[config.mk]
export PLATFORM = sky130hd
export DESIGN_NAME = counter_array_param
export DESIGN_NICKNAME = d
export VERILOG_FILES = /design/src/rtl/counter_array_param.sv
export SDC_FILE = /design/constraint.sdc
export NUM_CORES = 1
export LEC_CHECK = 0
export BUFFER_PORTS_ARGS = -buffer_cell sky130_fd_sc_hd__buf_2
export CAP_MARGIN = 20
export CORE_ASPECT_RATIO = 1.2
export CORE_UTILIZATION = 57
export DETAILED_ROUTE_END_ITERATION = 10
export PLACE_DENSITY = 0.9
export SYNTH_ARGS = -nofsm -noshare
export SYNTH_HDL_FRONTEND = slang
export SYNTH_SLANG_ARGS = --single-unit
[constraint.sdc]
create_clock -name clk -period 2.1 [get_ports clk]
set_clock_uncertainty 0.1 [all_clocks]
set_input_delay 0.21 -clock clk [delete_from_list [all_inputs] [get_ports clk]]
set_output_delay 0.21 -clock clk [all_outputs]
set_load 0.02 [all_outputs]
[src/rtl/counter_array_param.sv]
// counter_array_param
// Bank of NUM_CNT independent CNT_W-bit up/down counters driven by single-cycle
// strobes (incr, decr, load, clr_all). Overflow behaviour is wrap or saturate,
// selected by SAT_MODE. Per-counter zero/max flags are decoded combinationally
// from the counter registers.
// Optional feature macro: COUNTER_ARRAY_STICKY_EN adds flag_clr and the
// per-counter sticky overflow/underflow bits ovf_sticky / unf_sticky.
module counter_array_param #(
    parameter int NUM_CNT  = 8,
    parameter int CNT_W    = 5,
    parameter int ADDR_W   = $clog2(NUM_CNT),
    parameter int SAT_MODE = 0,
    parameter int INIT_VAL = 0
) (
    input  logic                 clk,
    input  logic                 rst,
    input  logic                 incr,
    input  logic [ADDR_W-1:0]    incr_addr,
    input  logic                 decr,
    input  logic [ADDR_W-1:0]    decr_addr,
    input  logic                 load,
    input  logic [ADDR_W-1:0]    load_addr,
    input  logic [CNT_W-1:0]     load_val,
    input  logic                 clr_all,
`ifdef COUNTER_ARRAY_STICKY_EN
    input  logic                 flag_clr,
    output logic [NUM_CNT-1:0]   ovf_sticky,
    output logic [NUM_CNT-1:0]   unf_sticky,
`endif
    output logic [CNT_W-1:0]     cnt [0:NUM_CNT-1],
    output logic [NUM_CNT-1:0]   zero_flag,
    output logic [NUM_CNT-1:0]   max_flag
);

    localparam logic [CNT_W-1:0] CNT_MAX  = '1;
    localparam logic [CNT_W-1:0] CNT_INIT = CNT_W'(INIT_VAL);
    localparam bit               SAT      = (SAT_MODE != 0);

    // One-hot per-counter strobe decode. An address >= NUM_CNT matches no
    // counter, so out-of-range strobes fall away here with no extra logic.
    logic [NUM_CNT-1:0] hit_inc;
    logic [NUM_CNT-1:0] hit_dec;
    logic [NUM_CNT-1:0] hit_ld;

    logic [CNT_W-1:0]   cnt_nxt [0:NUM_CNT-1];

    // Decode each strobe's address into a per-counter hit vector.
    always_comb begin
        // NOTE: combinational blocks use blocking '=' and give every output a
        // value before any branch; a path that skips an assignment would
        // infer a latch.
        hit_inc = '0;
        hit_dec = '0;
        hit_ld  = '0;
        for (int i = 0; i < NUM_CNT; i++) begin
            hit_inc[i] = incr && (incr_addr == ADDR_W'(i));
            hit_dec[i] = decr && (decr_addr == ADDR_W'(i));
            hit_ld[i]  = load && (load_addr == ADDR_W'(i));
        end
    end

    // Next value per counter, priority clr_all > load > incr/decr.
    // incr and decr on the same counter cancel and leave it untouched.
    always_comb begin
        for (int i = 0; i < NUM_CNT; i++) begin
            cnt_nxt[i] = cnt[i];
            if (clr_all) begin
                cnt_nxt[i] = CNT_INIT;
            end else if (hit_ld[i]) begin
                cnt_nxt[i] = load_val;
            end else if (hit_inc[i] && !hit_dec[i]) begin
                if (cnt[i] == CNT_MAX) begin
                    cnt_nxt[i] = SAT ? CNT_MAX : '0;
                end else begin
                    cnt_nxt[i] = cnt[i] + 1'b1;
                end
            end else if (hit_dec[i] && !hit_inc[i]) begin
                if (cnt[i] == '0) begin
                    cnt_nxt[i] = SAT ? '0 : CNT_MAX;
                end else begin
                    cnt_nxt[i] = cnt[i] - 1'b1;
                end
            end
        end
    end

    // Counter registers; cnt is driven straight from these flops.
    always_ff @(posedge clk) begin
        // NOTE: sequential state uses non-blocking '<=' so every counter
        // samples the pre-edge values. The bank is flops, not RAM, so it is
        // reset to INIT_VAL like any other register.
        if (rst) begin
            for (int i = 0; i < NUM_CNT; i++) begin
                cnt[i] <= CNT_INIT;
            end
        end else begin
            for (int i = 0; i < NUM_CNT; i++) begin
                cnt[i] <= cnt_nxt[i];
            end
        end
    end

    // Status flags decoded from the registered counter values.
    always_comb begin
        zero_flag = '0;
        max_flag  = '0;
        for (int i = 0; i < NUM_CNT; i++) begin
            zero_flag[i] = (cnt[i] == '0);
            max_flag[i]  = (cnt[i] == CNT_MAX);
        end
    end

`ifdef COUNTER_ARRAY_STICKY_EN
    logic [NUM_CNT-1:0] ovf_evt;
    logic [NUM_CNT-1:0] unf_evt;

    // Overflow/underflow events: only increments/decrements that actually
    // apply (not masked by clr_all, load or a cancelling opposite strobe).
    always_comb begin
        ovf_evt = '0;
        unf_evt = '0;
        for (int i = 0; i < NUM_CNT; i++) begin
            if (!clr_all && !hit_ld[i]) begin
                ovf_evt[i] = hit_inc[i] && !hit_dec[i] && (cnt[i] == CNT_MAX);
                unf_evt[i] = hit_dec[i] && !hit_inc[i] && (cnt[i] == '0);
            end
        end
    end

    // Sticky bits: cleared by rst or flag_clr; a same-cycle event wins over
    // flag_clr. clr_all deliberately leaves them alone.
    always_ff @(posedge clk) begin
        if (rst) begin
            ovf_sticky <= '0;
            unf_sticky <= '0;
        end else begin
            ovf_sticky <= (flag_clr ? '0 : ovf_sticky) | ovf_evt;
            unf_sticky <= (flag_clr ? '0 : unf_sticky) | unf_evt;
        end
    end
`endif

endmodule

==> impl_metrics.toml <==
[run_status]
status = "finished, final reports clean"

[timing]
hold_viol = 0
max_freq_ghz = 0.5245
worst_pin_slew_ns = 0.4955
setup_viol = 0
finalCritPeriodShare_pct = 90.78
tns_ns = 0
fin_ws_ns = 0.1936
slew_violations = 0
slew_headroom_pct = 66.83
period_minus_slack_ns = 1.906
grt_setup_unrepaired = "no"

[yosys]
syn_inst = 502
synth_edf_count = 0
synth-seq-area-share_pct = 20.94
synth.avg_cell_area_sq_um = 7.617
yosys_warnings = 0
yosys.area.top_type = "dfxtp_1"
synth_ff_type = "dfxtp_1"
synth_top_area_share_pct = 20.94
synthArstFlopShare_pct = 0
synth_area_leaders = "dfxtp_1, ha_1, o21ai_0"
ys_top_cells_by_count = "o21ai_0, dfxtp_1, nand2_1, a21oi_1"
synth_most_common_cell = "o21ai_0"
synth_cell_types = 55
netlist_area_sq_um = 3824
synth_seq_cells = 40
synth_fp_nets = 553

[die]
row_count = 32
fp.dieH_microns = 91.72
core_sq_um = 6446
start_util_pct = 59.32
boundaryPins = 76
die_w_microns = 76.77
dieArea_sq_um = 7041

[global_routing]
track_usage_pct = 29.65
grt_pass1_vias = 3767
grt-ovfl-total = 0
grt_pass1_wl_mm = 17.26
top_usage_layer = "met2"
met1_usage_pct = 36.55
use_met2_pct = 49.40
met3_usage_pct = 5.075
grt_antenna_before_repair = 0
grt_max_degree = 21

[worst_setup_path]
cp-endpoint = "max_flag[0]"
worst_ep_required_time_ns = 1.79
endpoint_kind = "output pin"
r2r.worst_path.cells = 7
worst_ep_arrival_time_ns = 1.60
startpoint = "cnt[35]"
timing.rr.end = "cnt[19]"
crit_fanout = 8
r2r_slack_ns = 0.20
crit_path_start_kind = "flip-flop"
r2r_start = "cnt[16]"
path_class = "flip-flop to output pin"

[drt]
drc = 0
dr.first_iter.drc_count = 282
vias_per_cell = 6.382
first_pass_iters = 5
routed_wirelength_mm = 10.49
ant_nets = 0
routedWlPerCell_microns = 16.42
num_vias = 4078

[clock_tree]
htree_num_levels = 2
clk_latency_ns = 0.30
cts_tree = "built"
cts_resized = 0
cts_made_buffers = 5
cts.sinks = 40
hold_buffers = 0
post_cts_buffers = 0
clockBufferDepth = 2
clk_pin_slew_ns = 0.09
clockRootBuffer = "clkbuf_8"

[power]
p_leak_nw = 1.797
peakVddDrop_v = 0.0003515
p_per_area_nw_per_um2 = 417.7

[finish]
largest_register_ffs = 40
nets = 604
regMostFlops = "cnt"
final_layout_size_suffix_gt1_share_pct = 20.94
n_antenna_cell = 0
final_util_pct = 67.31
largestRegisters = "cnt: 40 flops"
syn_to_final_growth_pct = 13.48

[job]
maxCapViolCount = 0

[place]
gp_congestion = 0.9776
post-place-ws_ns = 0.1002
dp.final_hpwl_mm = 7.751
io_buffers = 75

[worst_hold_path]
hold_path_class = "input port to flip-flop"
placed cells by master, fill, tap and decap left out, drive strengths merged, types with 3 or more instances in the layout:
cell,instances
a211oi,3
a21oi,33
a22o,5
a22oi,5
and2,6
and3,8
and4b,6
and4bb,4
buf,83
clkbuf,5
clkinv,3
dfxtp,40
ha,31
inv,23
mux2i,5
nand2,36
nand2b,4
nand3,21
nand4,8
nand4b,6
nand4bb,3
nor2,23
nor2b,8
nor3,18
nor3b,6
nor4b,10
o2111ai,5
o21ai,58
o22ai,7
o311ai,6
o31ai,17
or4b,3
xnor2,31
xor2,3
layout make-up:
cell class,count,area [sq um]
clock buffers,5,68.82
clock inverters,3,18.77
fillers,543,2107
inverters,23,86.33
multi-input cells,400,2823
flip-flops and latches,40,800.8
well taps,85,106.4
repair buffers,83,435.4
cells by family (layout without fill, tap and decap cells):
logic type	after synthesis	in the layout	share of synthesized area [%]
compound gates	152	152	24.54
xor+xnor	34	34	7.788
fa+ha+maj	31	31	10.14
buf+inv	62	114	6.610
flops	40	40	20.94
mux	5	5	1.309
simple gates	178	178	28.67
per-layer routing:
layer / part of all wire, % / wire [microns]
met5: 0 / 0
met4: 2.4 / 248
met3: 7.2 / 757
met2: 49 / 5101
met1: 42 / 4387
metrics by stage:
step,instance area [sq um],std cells,hold WS [ns],total power (W)
after global placement,4252,631,0.4275,0.001276
final,4339,639,0.1454,0.001813
after detailed placement,4252,631,0.4524,0.001292
after global routing,4339,639,0.1811,0.001893
after CTS,4339,639,0.1522,0.001804
after floorplan,3874,502,0.2400,0.001160
worst max-delay path, cell delays in order (launching register included):
cell     delay, ns
dfxtp_1       0.49
ha_1          0.23
and3_1        0.16
ha_1          0.22
buf_2         0.19
how the worst min path moves through the flow:
stage | start | to | cells past startpoint
2_1_floorplan | load_val[2] | cnt[37] | 2
3_3_place_gp | load_val[1] | cnt[36] | 3
3_5_place_dp | load_val[1] | cnt[36] | 3
4_1_cts | load_val[1] | cnt[36] | 3
5_1_grt | load_val[2] | cnt[37] | 3
6_report | load_val[1] | cnt[36] | 3
where the power goes:
group	switching, W	internal, W	total (W)	leakage (nW)
combinational	0.000275	0.000184	0.000459	1.43
sequential	0.0000450	0.000781	0.000826	0.324
clock	0.000296	0.000232	0.000528	0.0479
total	0.000615	0.00120	0.00181	1.80
No activity file was read; power rests on OpenSTA's default activity.
